===== src/rtl/conv_pkg.sv =====
// Shared constants and state encoding for the convolution tile loader.
package conv_pkg;
  localparam int DATA_W  = 8;
  localparam int A_DIM   = 4;
  localparam int B_DIM   = 3;
  localparam int A_ELEMS = A_DIM * A_DIM;
  localparam int B_ELEMS = B_DIM * B_DIM;
  localparam int IDX_W   = $clog2(A_ELEMS);

  typedef enum logic [2:0] {
    LOAD_A = 3'd0,
    LOAD_B = 3'd1,
    WR_A   = 3'd2,
    WR_B   = 3'd3,
    HOLD   = 3'd4
  } state_e;
endpackage


===== src/rtl/conv_elem_counter.sv =====
// Element index counter shared by the tile and kernel load phases.
module conv_elem_counter #(
  parameter int W = 4
) (
  input  logic         clk,
  input  logic         rst,
  input  logic         clr,
  input  logic         en,
  input  logic [W-1:0] last_val,
  output logic [W-1:0] idx,
  output logic         tc
);
  logic [W-1:0] idx_q, idx_d;

  assign idx = idx_q;
  assign tc  = (idx_q == last_val);

  // Wraps to zero after the terminal element so the next phase starts at 0.
  always_comb begin
    idx_d = idx_q;
    if (clr)
      idx_d = '0;
    else if (en)
      idx_d = tc ? '0 : idx_q + W'(1);
  end

  always_ff @(posedge clk) begin
    if (rst) idx_q <= '0;
    else     idx_q <= idx_d;
  end
endmodule


===== src/rtl/conv_tile_loader.sv =====
// Assembles a 4x4 tile and 3x3 kernel from a byte stream, then strobes them
// into the convolution datapath. Handshake: a byte moves on a clk edge where
// in_valid=1 and in_ready=1; in_data/keep_kernel must be stable while in_valid=1.
module conv_tile_loader import conv_pkg::*; #(
  parameter int DATA_W = conv_pkg::DATA_W,
  parameter int A_DIM  = conv_pkg::A_DIM,
  parameter int B_DIM  = conv_pkg::B_DIM
) (
  input  logic                            clk,
  input  logic                            rst,
  input  logic [DATA_W-1:0]               in_data,
  input  logic                            in_valid,
  output logic                            in_ready,
  input  logic                            keep_kernel,
  output logic [A_DIM*A_DIM*DATA_W-1:0]   a_mat,
  output logic [B_DIM*B_DIM*DATA_W-1:0]   b_mat,
  output logic                            we_1,
  output logic                            we_2,
  output logic                            tile_valid,
  input  logic                            tile_ack,
  output logic [2:0]                      dbg_state
);
  localparam int AE = A_DIM * A_DIM;
  localparam int BE = B_DIM * B_DIM;
  localparam int IW = $clog2(AE);

  state_e                     state_q, state_d;
  logic [AE*DATA_W-1:0]       a_q, a_d;
  logic [BE*DATA_W-1:0]       b_q, b_d;
  logic                       kept_q, kept_d;
  logic                       we_1_q, we_1_d;
  logic                       we_2_q, we_2_d;
  logic                       tile_valid_q, tile_valid_d;
  logic                       in_ready_q, in_ready_d;
  logic                       accept;
  logic [IW-1:0]              idx;
  logic                       tc;
  logic [IW-1:0]              last_val;

  assign accept   = in_valid && in_ready_q;
  assign last_val = (state_q == LOAD_B) ? IW'(BE - 1) : IW'(AE - 1);

  conv_elem_counter #(.W(IW)) u_cnt (
    .clk      (clk),
    .rst      (rst),
    .clr      (!in_ready_q),
    .en       (accept),
    .last_val (last_val),
    .idx      (idx),
    .tc       (tc)
  );

  always_comb begin
    state_d = state_q;
    a_d     = a_q;
    b_d     = b_q;
    kept_d  = kept_q;
    case (state_q)
      LOAD_A: if (accept) begin
        a_d[int'(idx)*DATA_W +: DATA_W] = in_data;
        if (idx == '0) kept_d = keep_kernel;
        if (tc) state_d = kept_q ? WR_A : LOAD_B;
      end
      LOAD_B: if (accept) begin
        b_d[int'(idx)*DATA_W +: DATA_W] = in_data;
        if (tc) state_d = WR_A;
      end
      WR_A:    state_d = kept_q ? HOLD : WR_B;
      WR_B:    state_d = HOLD;
      HOLD:    if (tile_ack) state_d = LOAD_A;
      default: state_d = LOAD_A;
    endcase
    // Outputs are decoded from the next state so they are registered with it.
    we_1_d       = (state_d == WR_A);
    we_2_d       = (state_d == WR_B);
    tile_valid_d = (state_d == HOLD);
    in_ready_d   = (state_d == LOAD_A) || (state_d == LOAD_B);
  end

  always_ff @(posedge clk) begin
    if (rst) begin
      state_q      <= LOAD_A;
      a_q          <= '0;
      b_q          <= '0;
      kept_q       <= 1'b0;
      we_1_q       <= 1'b0;
      we_2_q       <= 1'b0;
      tile_valid_q <= 1'b0;
      in_ready_q   <= 1'b1;
    end else begin
      state_q      <= state_d;
      a_q          <= a_d;
      b_q          <= b_d;
      kept_q       <= kept_d;
      we_1_q       <= we_1_d;
      we_2_q       <= we_2_d;
      tile_valid_q <= tile_valid_d;
      in_ready_q   <= in_ready_d;
    end
  end

  assign a_mat      = a_q;
  assign b_mat      = b_q;
  assign we_1       = we_1_q;
  assign we_2       = we_2_q;
  assign tile_valid = tile_valid_q;
  assign in_ready   = in_ready_q;
  assign dbg_state  = state_q;
endmodule


===== config.mk =====
export PLATFORM = sky130hd
export DESIGN_NAME = conv_tile_loader
export DESIGN_NICKNAME = d
export VERILOG_FILES = /design/src/rtl/conv_pkg.sv /design/src/rtl/conv_elem_counter.sv /design/src/rtl/conv_tile_loader.sv
export SDC_FILE = /design/constraint.sdc
export NUM_CORES = 1
export LEC_CHECK = 0
export CORE_MARGIN = 2
export CORE_UTILIZATION = 50
export DETAILED_ROUTE_END_ITERATION = 12
export PLACE_DENSITY = 0.77
export SYNTH_ARGS = -nofsm -noshare
export SYNTH_HDL_FRONTEND = slang
export SYNTH_SLANG_ARGS = --single-unit

===== constraint.sdc =====
create_clock -name clk -period 3.2 [get_ports clk]
set_clock_uncertainty 0.2 [all_clocks]
set_input_delay 0.8 -clock clk [delete_from_list [all_inputs] [get_ports clk]]
set_output_delay 0.8 -clock clk [all_outputs]
set_load 0.05 [all_outputs]

==> qor.txt <==
Placed cell area - 11600 µm²
Initial antenna violation count - 0
Share of the clock period used by the worst path - 0.919
Clock Tree Buf Depth - 3
Total wire length - 24900 µm
Final setup violation count - 0
Final Hold Fails - 0
Commonest non-fill, non-tap cell in the layout - clkdlybuf4s50_1
Worst Tran Pin Value - 1.04 ns
Setup bufs post-CTS - 0
Clk pin slew, worst setup/hold paths - 0.06 ns
Clk_lat worst skew - 0.50 ns
Period minus WS final - 2.94 ns
Slowest stage delay, CP - 0.88 ns
Sequential share of power - 0.472
Comb power frac - 0.067
Drt pass-1 iters - 5
Final hold slack - 0.276 ns
Drt initial violations - 383
Clk sinks - 212
Number of remaining DRC errors - 0
Share of cells above drive strength 1 - 0.114
Largest net degree at the start of global routing - 123
Critical path, cell by cell - clkdlybuf4s50_1
# IOs - 220
# rows - 49
Hold-fix buffers, CTS - 0
GRT Util Overall - 0.249
# diodes - 0
Status - finished clean
First-pass GRT wire length - 38900 µm
Cell variety after synth - 38
Vias - 7169
Core Area - 17800 µm²
Delay-heaviest family, CP - buffers and inverters
Remaining Overflow, GRT - 0
Avg Inst Size Synth - 10.1 µm²
Post-DRT Antenna Nets - 0
Synth Warn # - 0
Reg2reg start - u_cnt.idx[1]
Startpoint type of the worst setup path - flop
Cell taking the most area after synthesis - dfxtp_1
Post-synth top area share - 0.470
Post-Syn Instances - 897
Switch Pwr - 1270 µW
Worst path slowest cell - clkdlybuf4s50_1
Post-CTS Resized - 0
Worst VDD drop - 399 µV
Critical Path End - dbg_state[2]
WL/cell - 18.2 µm
Hold/Removal Path Class - reg -> reg
Clk root buf - clkbuf_16
Final Instance Area - 12300 µm²
Initial Utilization - 0.507
Largest cells by area after synthesis - dfxtp_1 47%, mux2i_1 16%, nand2b_1 12%
CP endpoint kind - primary output
Static Leak - 0.00525 µW
Synthesized net count - 915
DIE AREA - 19200 µm²
Clk network pwr share - 0.461
Htree depth - 1
Critical R2R Capture - a_mat[12]
Post-DP HPWL - 17100 µm
Slew Limit Fails - 0
Most frequent cells in the layout - 218 x clkdlybuf4s50_1, 212 x dfxtp_1, 174 x nand2b_1, 141 x mux2i_1, 48 x nand2_1
CP bufs+invs - 1
Number of cells on the critical path - 1
Seq/Total Area, Yosys - 0.470
WS Path Type - reg -> out
CTS Buf Count - 22
Port Buffers - 219
Area of the mapped netlist - 9040 µm²
Setup TNS - 0 ns
CTS tree - done
Global placer's final weighted congestion - 0.856
Pwr dens - 456 nW/µm²
Switching Fraction - 0.226
Slew HR - 0.299
Achievable Freq - 340 MHz
Average vias per placed instance - 5.25
RSZ-0062 raised after global routing - no
Crit path max fanout - 12
Post-synth top flop - dfxtp_1
Number of enable flip-flop cells after synthesis - 0
Die Ht - 138 µm
Die W - 138 µm
Share of async-settable or async-resettable flops after synthesis - 0
Vias in the first global route - 6974
R2r setup slk - 0.38 ns
Cell Int Power - 4350 µW
CP arrival - 1.94 ns
CP Launch Point - dbg_state[2]
Hold depth - 2
Worst EP required - 2.20 ns
Layout area overhead - 36.2%
Seq cells post-synth - 212
Worst r2r path cells - 6
Number of max-cap violations - 0
Nets@finish - 1139
==> worst min-delay path by stage <==
stage               startpoint   endpoint  slack (ns)
finish               a_mat[53]  a_mat[53]        0.28
CTS                  a_mat[53]  a_mat[53]        0.28
global placement     a_mat[88]  a_mat[88]        0.26
detailed placement   a_mat[91]  a_mat[91]        0.26
floorplan               kept_q     kept_q        0.25
global route         a_mat[77]  a_mat[77]        0.30
==> cell families (layout without fill, tap and decap cells) <==
logic type	Yosys count	in the layout	synth area share
and+or+nand+nor	396	396	0.261
adders and majority gates	5	5	0.00692
DFF	212	212	0.470
xor gates and xnor gates	4	4	0.00388
buffers and inverters	64	304	0.0321
AOI/OAI and AO/OA	43	43	0.0300
muxes	173	173	0.196
==> Yosys cell counts, types with 5 or more instances <==
cell	n
nor2b_1	34
buf_4	6
dfxtp_1	212
nand2b_1	174
and3_1	22
mux2i_1	141
ha_1	5
nand3_2	7
nor3_1	10
o21ai_0	34
buf_2	10
inv_1	5
nand3b_1	17
nor2_1	18
clkbuf_1	41
mux2_2	32
nand2_1	48
nand3_1	43
==> layout make-up <==
| cell class | count | area, µm² |
|---|---|---|
| multi-input cells | 621 | 4510 |
| repair buffers | 259 | 2500 |
| clock inverters | 3 | 43.8 |
| fillers | 1397 | 5530 |
| flip-flops and latches | 212 | 4240 |
| well taps | 229 | 287 |
| inverters | 5 | 18.8 |
| clock buffers | 37 | 698 |
==> power groups by stage <==
stage	registers (µW)	clock network [µW]	logic, µW
6_report	2650	2590	376
4_1_cts	2650	2640	374
5_1_grt	2650	2730	402
2_1_floorplan	2720	0	224
3_5_place_dp	2710	0	371
3_3_place_gp	2710	0	372
==> per-layer routing <==
metal	vias to the layer above	wire, µm	track usage
met2	216	11700	0.416
met5	-	0	0
met3	44	1470	0.0423
met1	3420	11200	0.337
li1	3489	-	-
met4	0	537	0.0623
==> sequential cells by signal, summed over array words and instances (netlist names) <==
signal	flops
tile_valid	1
b_mat	72
dbg_state	3
we_1	1
in_ready	1
a_mat	128
we_2	1
u_cnt.idx	4
kept_q	1
==> metrics by stage <==
| step | setup slack, ns | total power (µW) | instances | utilization |
|---|---|---|---|---|
| 2_1_floorplan | 0.562 | 2940 | 897 | - |
| 3_3_place_gp | 0.131 | 3080 | 1326 | 0.648 |
| 3_5_place_dp | 0.123 | 3080 | 1326 | 0.648 |
| 4_1_cts | 0.0603 | 5660 | 1366 | 0.690 |
| 5_1_grt | 0.222 | 5780 | 1366 | 0.690 |
| 6_report | 0.259 | 5620 | 1366 | 0.690 |
Note: power is estimated with default switching activity, not from simulation.
